$ cat src/rtl/crc_pkg.sv
// Shared constants, FSM state type and the single-byte reflected CRC-32 step
// used by the crc32_stream engine.
package crc_pkg;

  localparam logic [31:0] CRC32_POLY_REFL = 32'hEDB88320;
  localparam logic [31:0] CRC32_INIT      = 32'hFFFFFFFF;
  localparam logic [31:0] CRC32_RESIDUE   = 32'hDEBB20E3;

  typedef enum logic {
    IDLE   = 1'b0,
    ACTIVE = 1'b1
  } state_t;

  // Eight LSB-first bit steps of the reflected CRC-32 update for one byte.
  function automatic logic [31:0] crc32_byte(input logic [31:0] reg32,
                                             input logic [7:0]  byte8,
                                             input logic [31:0] poly = CRC32_POLY_REFL);
    logic [31:0] r;
    r = reg32;
    for (int i = 0; i < 8; i++) begin
      r = (r >> 1) ^ (poly & {32{r[0] ^ byte8[i]}});
    end
    return r;
  endfunction

endpackage

$ cat src/rtl/crc32_comb.sv
// Combinational multi-byte CRC-32 update: bytes are folded in ascending index
// order and a byte whose keep bit is low passes the register through unchanged.
module crc32_comb
  import crc_pkg::*;
#(
  parameter int          KEEP_WIDTH = 1,
  parameter logic [31:0] POLY_REFL  = CRC32_POLY_REFL
) (
  input  logic [31:0]             crc_i,
  input  logic [8*KEEP_WIDTH-1:0] data_i,
  input  logic [KEEP_WIDTH-1:0]   keep_i,
  output logic [31:0]             crc_o
);

  always_comb begin
    crc_o = crc_i;
    for (int k = 0; k < KEEP_WIDTH; k++) begin
      if (keep_i[k]) begin
        crc_o = crc32_byte(crc_o, data_i[8*k +: 8], POLY_REFL);
      end
    end
  end

endmodule

$ cat src/rtl/crc32_stream.sv
// Streaming Ethernet CRC-32 engine: generate mode emits the FCS, check mode
// tests the residue and feeds saturating good/bad frame counters.
module crc32_stream
  import crc_pkg::*;
#(
  parameter int          DATA_WIDTH = 8,
  parameter logic [31:0] POLY_REFL  = CRC32_POLY_REFL,
  parameter logic [31:0] INIT       = CRC32_INIT,
  parameter logic [31:0] RESIDUE    = CRC32_RESIDUE,
  parameter int          CNT_WIDTH  = 16
) (
  input  logic                    clk,
  input  logic                    reset,
  input  logic                    mode,
  input  logic [DATA_WIDTH-1:0]   s_data,
  input  logic [DATA_WIDTH/8-1:0] s_keep,
  input  logic                    s_valid,
  input  logic                    s_last,
  input  logic                    crc_clear,
  output logic [31:0]             crc_out,
  output logic                    crc_valid,
  output logic                    crc_ok,
  output logic                    keep_err,
  output logic [CNT_WIDTH-1:0]    good_cnt,
  output logic [CNT_WIDTH-1:0]    bad_cnt
);

  localparam int KEEP_WIDTH = DATA_WIDTH / 8;

  state_t                 state_q, state_d;
  logic [31:0]            crc_q, crc_d, crc_next;
  logic                   mode_q, mode_d;
  logic                   err_q, err_d;
  logic [31:0]            out_q, out_d;
  logic                   vld_q, vld_d;
  logic                   ok_q, ok_d;
  logic                   kerr_q, kerr_d;
  logic [CNT_WIDTH-1:0]   good_q, good_d;
  logic [CNT_WIDTH-1:0]   bad_q, bad_d;

  logic keep_full, keep_contig, keep_bad, mode_eff, err_eff;

  crc32_comb #(
    .KEEP_WIDTH(KEEP_WIDTH),
    .POLY_REFL (POLY_REFL)
  ) u_comb (
    .crc_i (crc_q),
    .data_i(s_data),
    .keep_i(s_keep),
    .crc_o (crc_next)
  );

  // A legal last-beat keep is a non-empty run of ones starting at bit 0.
  assign keep_full   = &s_keep;
  assign keep_contig = s_keep[0] && ((s_keep & (s_keep + KEEP_WIDTH'(1))) == '0);
  assign keep_bad    = s_last ? !keep_contig : !keep_full;

  assign mode_eff = (state_q == IDLE) ? mode : mode_q;
  assign err_eff  = ((state_q == ACTIVE) && err_q) || keep_bad;

  always_ff @(posedge clk or posedge reset) begin
    if (reset) begin
      state_q <= IDLE;
    end else begin
      state_q <= state_d;
    end
  end

  always_comb begin
    state_d = state_q;
    case (state_q)
      IDLE:    if (s_valid && !crc_clear && !s_last) state_d = ACTIVE;
      ACTIVE:  if (crc_clear || (s_valid && s_last)) state_d = IDLE;
      default: state_d = IDLE;
    endcase
  end

  // Clear has priority over a coincident beat; a last beat reloads INIT so the
  // next frame may start on the very next cycle.
  always_comb begin
    crc_d  = crc_q;
    mode_d = mode_q;
    err_d  = err_q;
    out_d  = out_q;
    ok_d   = ok_q;
    vld_d  = 1'b0;
    kerr_d = 1'b0;
    good_d = good_q;
    bad_d  = bad_q;
    if (crc_clear) begin
      crc_d = INIT;
      err_d = 1'b0;
    end else if (s_valid) begin
      kerr_d = keep_bad;
      if (s_last) begin
        crc_d = INIT;
        err_d = 1'b0;
        vld_d = 1'b1;
        out_d = ~crc_next;
        ok_d  = (crc_next == RESIDUE) && mode_eff && !err_eff;
        if (mode_eff) begin
          if (ok_d) begin
            if (good_q != '1) good_d = good_q + CNT_WIDTH'(1);
          end else begin
            if (bad_q != '1) bad_d = bad_q + CNT_WIDTH'(1);
          end
        end
      end else begin
        crc_d  = crc_next;
        err_d  = err_eff;
        mode_d = mode_eff;
      end
    end
  end

  always_ff @(posedge clk or posedge reset) begin
    if (reset) begin
      crc_q  <= INIT;
      mode_q <= 1'b0;
      err_q  <= 1'b0;
      out_q  <= '0;
      vld_q  <= 1'b0;
      ok_q   <= 1'b0;
      kerr_q <= 1'b0;
      good_q <= '0;
      bad_q  <= '0;
    end else begin
      crc_q  <= crc_d;
      mode_q <= mode_d;
      err_q  <= err_d;
      out_q  <= out_d;
      vld_q  <= vld_d;
      ok_q   <= ok_d;
      kerr_q <= kerr_d;
      good_q <= good_d;
      bad_q  <= bad_d;
    end
  end

  assign crc_out   = out_q;
  assign crc_valid = vld_q;
  assign crc_ok    = ok_q;
  assign keep_err  = kerr_q;
  assign good_cnt  = good_q;
  assign bad_cnt   = bad_q;

endmodule
$ cat config.mk
export PLATFORM = sky130hd
export DESIGN_NAME = crc32_stream
export DESIGN_NICKNAME = d
export VERILOG_FILES = /design/src/rtl/crc_pkg.sv /design/src/rtl/crc32_comb.sv /design/src/rtl/crc32_stream.sv
export SDC_FILE = /design/constraint.sdc
export NUM_CORES = 1
export LEC_CHECK = 0
export CAP_MARGIN = 30
export CORE_AREA = 2 2 101 103
export CTS_CLUSTER_SIZE = 24
export DETAILED_ROUTE_END_ITERATION = 12
export DIE_AREA = 0 0 103 105
export HOLD_SLACK_MARGIN = 0.03
export PLACE_DENSITY = 0.94
export SLEW_MARGIN = 30
export SYNTH_ARGS = -nofsm -noshare
export SYNTH_HDL_FRONTEND = slang
export SYNTH_SLANG_ARGS = --single-unit
$ cat constraint.sdc
create_clock -name clk -period 5.7 [get_ports clk]
set_clock_uncertainty 0.2 [all_clocks]
set_input_delay 0.855 -clock clk [delete_from_list [all_inputs] [get_ports clk]]
set_output_delay 0.855 -clock clk [all_outputs]
set_load 0.05 [all_outputs]
* After elaboration in Yosys (flattened, before gate mapping)
Index checks and enable logic that the tools add are counted.
** Storage, ports and cells
- Word-level logic and storage cells :: 75
- Register bits :: 102
- Input bits :: 15
- Output and inout port bits :: 67
** Operators by class
- Bitwise operators :: 23
- Muxes and demuxes :: 17
- Equality and inequality tests :: 3
- $add $sub $neg :: 3
- Reductions and logical operators :: 19
** Operators by type and width (count)
- $xor 31x32->32 :: 8
- $mux 32 :: 4
- $add 16x1->16 const B :: 2
- $eq 32x32->1 const B :: 1
- $ne 16x16->1 const B :: 2
- $not 32->32 :: 1
- $mux 1 :: 12
- $reduce_and 6->1 :: 2
- $xor 1x1->1 :: 8
- $logic_and 1x1->1 :: 7
- $reduce_and 3->1 :: 2
- $logic_not 1->1 :: 5
- $not 1->1 :: 5
- $logic_or 1x1->1 :: 2
- $pmux 1 s2 :: 1
- $reduce_bool 2->1 :: 1
- $add 1x1->1 const B :: 1
- $and 1x1->1 :: 1

* Depth between registers and ports, before layout
Gate-level depths: netlist of the first run.
- Depth after elaboration :: 22
- Mapped depth :: 12
- Gate-level depth less buffers :: 9

* Modules after synthesis
Synthesis of the first run repeated with hierarchy kept, for this count alone.
** Second synthesis, totals
- Cell total of the unflattened synthesis :: 469
- Area, all modules :: 5581.6 um2
** Modules (own cells, without submodules)
- crc32_stream :: area each 4234.1 um2, cells each 356, instances 1, seq. area each 2592.5 um2
- crc32_comb :: area each 1347.5 um2, cells each 113, instances 1, seq. area each 0.0 um2

* Worst setup path before layout of the first run
OpenSTA, ideal clock, no wires.
- Kind :: input -> register
- Start point :: in s_data[4]
- End point :: reg good_q[1] (netlist: good_cnt[1])
- Arrival time :: 3.638 ns
- Buffers on the path :: 2
- Library setup time :: 0.125 ns
- Required time :: 5.375 ns
- Slack :: 1.737 ns
- Cell stages on the path :: 10
- Cells stage by stage :: xnor2_2 > xnor2_1 > xor3_1 > mux2i_1 > o2111ai_1 > or3_1 > or4_1 > buf_6 > buf_8 > mux2_4
** Between the ends
- Word-level cells in the longest chain between the ends :: 10
** RTL lines
- from (decl) :: line crc32_stream.sv:15 : input logic [DATA_WIDTH-1:0] s_data,
- $xor 1x1->1 :: line crc_pkg.sv:21 : r = (r >> 1) ^ (poly & {32{r[0] ^ byte8[i]}});
- $xor 31x32->32 (4 in a row) :: line crc_pkg.sv:21
- $mux 32 :: line crc32_comb.sv:18 : if (keep_i[k]) begin
- $eq 32x32->1 :: line crc32_stream.sv:100 : ok_d = (crc_next == RESIDUE) && mode_eff && !err_eff;
- $logic_and 1x1->1 (2 in a row) :: line crc32_stream.sv:100
- $reduce_and 6->1 (no line)
- to (signal assigned) :: line crc32_stream.sv:135 : good_q <= good_d;
- to (decl) :: line crc32_stream.sv:38 : logic [CNT_WIDTH-1:0] good_q, good_d;
No other way between the ends.
A chain may end at the register's enable or synchronous reset.

* Worst setup path in the final report of the first run
- Start point :: in s_data[4]
- End point :: reg good_q[10] (netlist: good_cnt[10])
The elaborated chain is that of the path after synthesis.

==> out/results.ini, run 1 <==
[yosys]
synth_nets = 523
ys_top_cells_by_area = dfrtp_1 31%, dfstp_2 15%, xnor2_1 6.1%, xnor3_1 5.6%, xor2_1 4.9%
synth_top_cell_by_area = dfrtp_1
synthArstFlopShare_pct = 100
yosysSeqAreaShare_pct = 46.3
synth_top_area_share_pct = 31.3
synth_warnings = 0
ys_ff_latch = 102
synth.distinct_cells = 52
synth-edff-count = 0
syn_inst = 506
yosys_most_used_dff = dfrtp_1
syn_avg_cell_area_um2 = 11.1
netlist_area_um2 = 5600

[power_and_ir_drop]
p_leak_nw = 2.97
peakVddDrop_mv = 0.272
power-per-cell-area_nw_per_um2 = 348

[die]
die_y_um = 105
num_io_pins = 82
start_util_pct = 58.1
core_region_area_um2 = 9640
std_cell_rows = 36
dieArea_um2 = 10800
die_w_um = 103

[clocking]
h-tree-depth = 3
cts_tree = yes
clk_latency_ns = 0.36
clock_path_buffers = 2
cts_buffers = 9
post_cts.repair.setup_buffers = 0
clock_sinks = 102
cts_resized = 0
clockRootBuffer = clkbuf_8
clk_pin_slew_worst_paths_ns = 0.09
cts_hold_buf = 0

[routing]
routed_wl_um = 13400
vias_per_cell = 5.70
post_drt_wl_per_cell_um = 18.6
initialDrtViolationCount = 284
drc_errors = 0
dr_total_vias = 4123
drtPass1Iterations = 6
postRouteAntennaNets = 0

[place]
gp_congestion = 0.963
port_buffers = 81
place_area_um2 = 6520
dp_hpwl_um = 9550

[sta]
relSlewSlack_pct = 45.0
fin_setup_tns_ns = 0
period_needed_ns = 4.86
rsz0062_at_grt = no
worstMarginPinSlew_ns = 0.822
report.final.slew_viol_count = 0
setup_viol = 0
max_clock_freq_mhz = 206
hold_viol = 0
finalCritPeriodShare_pct = 85.2

[setup_path]
timing.rr.start = crc_q[4]
worst-path-buf-inv = 1
required_ns = 5.79
crit_type = input port to flop
slowest_stage = or4_1
arrival_ns = 4.94
end_kind = flop
slowest_delay_ns = 0.84
worst-r2r-setup-slack_ns = 1.31
worstReg2RegEnd = good_cnt[10]
ff2ff_path_depth = 9
crit_cells = 10
worst-path-max-fanout = 16
cpLargestDelayFamily = simple AND/OR/NAND/NOR gates
path_cells = clkdlybuf4s50_1 > xnor2_2 > xnor2_1 > xor3_1 > mux2i_1 > o2111ai_1 > or3_1 > or4_1 > nor4_1 > xor2_1
cp-start-kind = input port

[global_route]
antenna_found_initial = 0
globalRouteOverflowTotal = 0
grt_start_max_net_pins = 73
grt_pass1_vias = 4144
grt_pass1_wl_um = 21300
track_usage_pct = 25.7

[finish]
nNetsFinal = 602
layout-drive-gt1-share_pct = 15.4
num_antenna_cells = 0
fin_area_um2 = 6750
nFillCells = 725
syn2layout_area_growth_pct = 20.5

[hold_path]
hold_start = crc_out[17]
min_delay_path_depth = 2
holdPathEnd = crc_out[17]
hold_class = flop to flop

[outcome]
status = complete, no violations

[job]
drv_cap = 0

## cells in the mapped netlist, drive strengths merged (8+ instances only)
cell type and instances:
buf 9, nand2 36, nand3 15, xnor3 15, nor3 13, inv 10
nor2 59, clkbuf 11, mux2i 13, xor2 32, dfrtp 70, xnor2 46
mux2 21, a21oi 42, nor4 8, dfstp 32, o21ai 22
## registers in the layout (all words and copies together), names as in the netlist, 16 cells and up
signal,count
crc_q,32
crc_out,32
good_cnt,16
bad_cnt,16
## cell type report
class,count,area (µm²),share of cell area [%]
Clock buffer,11,131,1.95
Timing Repair Buffer,88,878,13.0
Clock inverter,5,58.8,0.872
Sequential cell,102,2590,38.4
Multi-Input combinational cell,372,2870,42.6
Tap cell,133,166,2.47
Inverter,12,47.5,0.705
## metrics by stage
| stage | total power [mW] | hold slack, ns | setup WS [ns] | utilization [%] | cells |
|---|---|---|---|---|---|
| floorplan | 1.59 | 0.280 | 1.74 | - | 506 |
| global placement | 1.87 | 0.264 | 0.625 | 67.7 | 706 |
| detailed placement | 1.89 | 0.272 | 0.517 | 67.7 | 706 |
| CTS | 2.35 | 0.294 | 0.881 | 69.7 | 722 |
| global route | 2.45 | 0.327 | 0.658 | 70.0 | 723 |
| finish | 2.35 | 0.288 | 0.843 | 70.0 | 723 |
## where the power goes
part	switching [mW]	internal (mW)
clock network	0.249	0.205
registers	0.0786	0.831
logic	0.596	0.392
## kinds of logic (layout without fill, tap and decap cells)
group,Yosys count,after routing,synth area share [%]
compound gates,76,76,7.53
xor+xnor,98,98,22.3
fa+ha+maj,2,2,0.447
buf+inv,32,116,2.50
flops,102,102,46.3
mux,34,34,6.62
simple gates,162,162,14.3
## cell usage in the layout (no fill, tap or decap), types with 2 or more instances in the layout
| cell type | netlist | final |
|---|---|---|
| clkbuf_1 | 11 | 2 |
| o21ai_0 | 22 | 22 |
| buf_4 | 0 | 6 |
| xor3_1 | 5 | 5 |
| xnor3_1 | 14 | 14 |
| clkinvlp_4 | 0 | 2 |
| or4_1 | 2 | 2 |
| xor2_1 | 31 | 31 |
| mux2i_1 | 13 | 13 |
| nor3_1 | 11 | 11 |
| inv_1 | 10 | 9 |
| nand4_1 | 4 | 4 |
| nand2b_1 | 3 | 3 |
| nand3_1 | 15 | 15 |
| nor2_1 | 59 | 58 |
| clkinv_1 | 2 | 2 |
| dfstp_2 | 32 | 32 |
| o22a_1 | 6 | 6 |
| clkdlybuf4s50_1 | 0 | 80 |
| nor3b_1 | 3 | 3 |
| ha_1 | 2 | 2 |
| nor4b_1 | 2 | 2 |
| nand2_1 | 36 | 36 |
| and4_1 | 2 | 2 |
| nor2b_1 | 3 | 3 |
| dfrtp_1 | 70 | 70 |
| mux2_2 | 20 | 20 |
| xnor2_2 | 3 | 3 |
| nor4_1 | 7 | 7 |
| clkbuf_8 | 0 | 9 |
| xnor2_1 | 39 | 39 |
| a21oi_1 | 42 | 41 |
| and3_1 | 6 | 6 |
| xnor2_4 | 4 | 4 |
## layer usage
layer | wire length (µm) | vias up | part of all wire (%) | track usage [%]
li1 | - | 1898 | - | -
met1 | 5340 | 2010 | 40 | 33.7
met2 | 6930 | 192 | 52 | 42.5
met3 | 904 | 23 | 6.7 | 5.55
met4 | 255 | 0 | 1.9 | 8.08
met5 | 0 | - | 0 | 0
## worst reg2reg max path, cell delays in order, from the launching register on
cell	delay, ns
dfstp_2	0.57
xnor2_2	0.19
xnor2_1	0.68
xor3_1	0.44
mux2i_1	0.30
o2111ai_1	0.19
or3_1	0.37
or4_1	0.84
nor4_1	0.37
xor2_1	0.17
## how the worst max path moves through the flow
stage                   start           end  slack [ns]
floorplan           s_data[4]   good_cnt[1]        1.74
global placement    s_data[4]  good_cnt[10]        0.63
detailed placement  s_data[4]   good_cnt[7]        0.52
CTS                 s_data[4]   good_cnt[7]        0.88
global route        s_data[4]  good_cnt[10]        0.66
finish              s_data[4]  good_cnt[10]        0.84
Power figures use the tool's default switching activity.
==> run 2: changes to the inputs <==
- SLEW_MARGIN: 30 -> not set
==> out/results.ini, run 2 (synthesis results as in run 1) <==
[power_and_ir_drop]
power-per-cell-area_nw_per_um2 = 351
p_leak_nw = 2.97
peakVddDrop_mv = 0.285
power_mw = 2.36

[global_route]
grt_pass1_wl_um = 21500
grt_start_max_net_pins = 73
grt_pass1_vias = 4221
globalRouteOverflowTotal = 0
track_usage_pct = 25.7
antenna_found_initial = 0

[die]
start_util_pct = 58.1
dieArea_um2 = 10800
die_w_um = 103
die_y_um = 105
num_io_pins = 82
std_cell_rows = 36
core_region_area_um2 = 9640

[clocking]
clk_latency_ns = 0.37
clock_path_buffers = 2
clk_pin_slew_worst_paths_ns = 0.10
cts_resized = 0
clock_sinks = 102
cts_tree = yes
h-tree-depth = 3
cts_buffers = 9
post_cts.repair.setup_buffers = 0
cts_hold_buf = 0
clockRootBuffer = clkbuf_8

[finish]
final_common_cell = clkdlybuf4s50_1
num_antenna_cells = 0
mostFrequentLayoutCells = 80 x clkdlybuf4s50_1, 70 x dfrtp_1, 59 x nor2_1, 42 x a21oi_1, 39 x xnor2_1
layout-drive-gt1-share_pct = 15.3
post-route-util_pct = 69.8
syn2layout_area_growth_pct = 20.2
nNetsFinal = 602

[sta]
finalCritPeriodShare_pct = 84.3
worstMarginPinSlew_ns = 1.01
fin_setup_tns_ns = 0
fin_ws_ns = 0.893
report.final.slew_viol_count = 0
setup_viol = 0
period_needed_ns = 4.81
finalHoldWorstSlack_ns = 0.292
rsz0062_at_grt = no
hold_viol = 0
max_clock_freq_mhz = 208
relSlewSlack_pct = 32.6

[routing]
vias_per_cell = 5.74
routed_wl_um = 13400
drtPass1Iterations = 5
post_drt_wl_per_cell_um = 18.5
drc_errors = 0
initialDrtViolationCount = 324
postRouteAntennaNets = 0
dr_total_vias = 4153

[setup_path]
worst-r2r-setup-slack_ns = 1.36
worstReg2RegEnd = good_cnt[7]
crit_type = input port to flop
end_kind = flop
worst-path-max-fanout = 16
required_ns = 5.79
timing.rr.start = crc_q[4]
cp-start-kind = input port
arrival_ns = 4.90
ff2ff_path_depth = 9

[hold_path]
holdPathEnd = crc_out[27]
hold_class = flop to flop
hold_start = crc_out[27]
min_delay_path_depth = 2

[place]
pre_cts_ws_ns = 0.526
port_buffers = 81
gp_congestion = 0.963
dp_hpwl_um = 9600

[outcome]
status = complete, no violations

[job]
drv_cap = 0

run 2: layer usage:
metal	global-route usage [%]	vias up	routed length, µm
met4	9.12	0	348
li1	-	1892	-
met3	4.28	31	909
met2	42.9	184	6790
met1	33.7	2046	5350
met5	0	-	0
run 2: cell type report:
type,count,area [µm²]
inverter,12,47.5
clock inverter,5,57.6
timing repair buffer,88,858
clock buffer,11,141
sequential,102,2590
fill,729,2910
multi-input combinational,372,2860
tap,133,166
run 2: worst max path at each step:
stage,from,cells past startpoint,slack [ns],endpoint
floorplan,s_data[4],10,1.74,good_cnt[1]
global placement,s_data[4],10,0.63,good_cnt[10]
detailed placement,s_data[4],10,0.53,good_cnt[7]
CTS,s_data[4],10,0.90,good_cnt[7]
global route,s_data[6],10,0.71,good_cnt[10]
finish,s_data[4],10,0.89,good_cnt[7]
run 2: through the flow:
stage | area, µm² | instances
final | 6730 | 723
after global routing | 6730 | 723
after CTS | 6730 | 723
after detailed placement | 6530 | 707
after global placement | 6520 | 706
after floorplan | 5600 | 506
run 2: where the power goes:
| group | internal [mW] | switching [mW] | leakage [nW] |
|---|---|---|---|
| registers | 0.831 | 0.0742 | 1.25 |
| clock network | 0.216 | 0.254 | 0.104 |
| logic | 0.388 | 0.594 | 1.62 |
| total | 1.44 | 0.922 | 2.97 |
run 2: critical path, cell delays in order:
cell and delay [ns]:
clkdlybuf4s50_1 0.46, xnor2_2 0.27, xnor2_1 0.65, xor3_1 0.44
mux2i_1 0.29, o2111ai_1 0.20, or3_1 0.37, or4_1 0.83
nor3_1 0.33, xor2_1 0.20
==> run 3: changes to the inputs <==
- CORE_AREA: 2 2 101 103 -> 2 2 109 111
- DIE_AREA: 0 0 103 105 -> 0 0 111 113
- PLACE_DENSITY: 0.94 -> 0.86
- clock period: 5.7 -> 4.1 ns (I/O delays scaled with it)
==> out/results.ini, run 3 (synthesis results as in run 1) <==
[outcome]
status = complete, no violations

[hold_path]
min_delay_path_depth = 2
hold_class = flop to flop

[routing]
postRouteAntennaNets = 0
vias_per_cell = 5.34
drtPass1Iterations = 7
initialDrtViolationCount = 258
dr_total_vias = 4210
drc_errors = 0
routed_wl_um = 13500
post_drt_wl_per_cell_um = 17.1

[setup_path]
ff2ff_path_depth = 10
cp-start-kind = input port
required_ns = 4.17
cpLargestDelayFamily = simple AND/OR/NAND/NOR gates
end_kind = flop
worst-path-max-fanout = 16
path_cells = clkdlybuf4s50_1 > xor2_2 > xnor3_2 > or4b_1 > a32oi_1 > and4b_1 > nand4_1 > or4_1 > buf_6 > nor4_4 > xor2_1
slowest_delay_ns = 0.55
worstReg2RegEnd = good_cnt[15]
worstSetupEndpoint = good_cnt[15]
worst-r2r-setup-slack_ns = 0.35
worst-path-buf-inv = 2
arrival_ns = 4.02
crit_type = input port to flop
cp-startpoint = s_data[1]
slowest_stage = or4_1
crit_cells = 11
timing.rr.start = crc_q[1]

[clocking]
cts_tree = yes
clock_sinks = 102
cts_hold_buf = 0
clock_path_buffers = 2
clk_latency_ns = 0.35
cts_buffers = 9
cts_resized = 0
clk_pin_slew_worst_paths_ns = 0.07
h-tree-depth = 3
post_cts.repair.setup_buffers = 0
clockRootBuffer = clkbuf_16

[finish]
nNetsFinal = 657
num_antenna_cells = 0
final_common_cell = clkdlybuf4s50_1
syn2layout_area_growth_pct = 30.5
layout-drive-gt1-share_pct = 23.4
post-route-util_pct = 64.8
mostFrequentLayoutCells = 80 x clkdlybuf4s50_1, 70 x dfrtp_1, 59 x nor2_1, 59 x buf_4, 42 x a21oi_1

[global_route]
track_usage_pct = 22.5
met3_usage_pct = 4.02
grt_start_max_net_pins = 56
antenna_found_initial = 0
grt_use_met2_pct = 39.2
grtUsageMet1_pct = 27.9
globalRouteOverflowTotal = 0
grt_pass1_vias = 4402
top_usage_layer = met2
grt_pass1_wl_um = 22300

[place]
gp_congestion = 0.971
dp_hpwl_um = 9970
pre_cts_ws_ns = -0.237
port_buffers = 81

[power_and_ir_drop]
peakVddDrop_mv = 0.594
power-per-cell-area_nw_per_um2 = 491
p_leak_nw = 3.28

[sta]
fin_ws_ns = 0.147
rsz0062_at_grt = no
finalCritPeriodShare_pct = 96.4
finalHoldWorstSlack_ns = 0.282
hold_viol = 0
relSlewSlack_pct = 31.5
max_clock_freq_mhz = 253
setup_viol = 0
period_needed_ns = 3.95
worstMarginPinSlew_ns = 1.03
report.final.slew_viol_count = 0

[die]
num_io_pins = 82
core_region_area_um2 = 11300
start_util_pct = 49.7
die_y_um = 113
die_w_um = 111
dieArea_um2 = 12500
std_cell_rows = 39

[job]
drv_cap = 0

-- run 3: stage by stage --
step                TNS, ns  power [mW]  std cells  instance area [µm²]
finish                    0        3.59        788                 7300
global route              0        3.75        788                 7300
CTS                       0        3.60        788                 7250
detailed placement    -2.16        2.80        772                 6980
global placement      -1.45        2.77        772                 6980
floorplan                 0        2.21        506                 5600
-- run 3: worst min-delay path by stage --
| stage | start | to | slack (ns) |
|---|---|---|---|
| 5_1_grt | crc_out[9] | crc_out[9] | 0.31 |
| 4_1_cts | crc_out[29] | crc_out[29] | 0.29 |
| 3_5_place_dp | crc_out[29] | crc_out[29] | 0.27 |
| 3_3_place_gp | crc_out[22] | crc_out[22] | 0.26 |
| 6_report | crc_out[8] | crc_out[8] | 0.28 |
| 2_1_floorplan | err_q | err_q | 0.28 |
-- run 3: layout make-up --
| type | instances | area (µm²) |
|---|---|---|
| fill | 864 | 3970 |
| timing repair buffer | 143 | 1300 |
| tap | 143 | 179 |
| inverter | 12 | 47.5 |
| clock inverter | 4 | 22.5 |
| multi-input combinational | 372 | 2920 |
| sequential | 102 | 2590 |
| clock buffer | 12 | 246 |
-- run 3: per-layer routing --
| layer | vias up | share of wire [%] |
|---|---|---|
| met2 | 114 | 51 |
| met5 | - | 0 |
| met4 | 0 | 2.5 |
| met3 | 25 | 4.9 |
| met1 | 2066 | 42 |
| li1 | 2005 | - |
-- run 3: worst min-delay path: stages, from the launching register on --
cell     delay [ns]
dfrtp_1        0.35
nand2_1        0.04
o21ai_0        0.06
-- run 3: report_power, final --
group / total, mW / internal (mW) / switching [mW]
sequential: 1.25 / 1.16 / 0.0973
clock: 0.791 / 0.426 / 0.366
combinational: 1.54 / 0.685 / 0.859
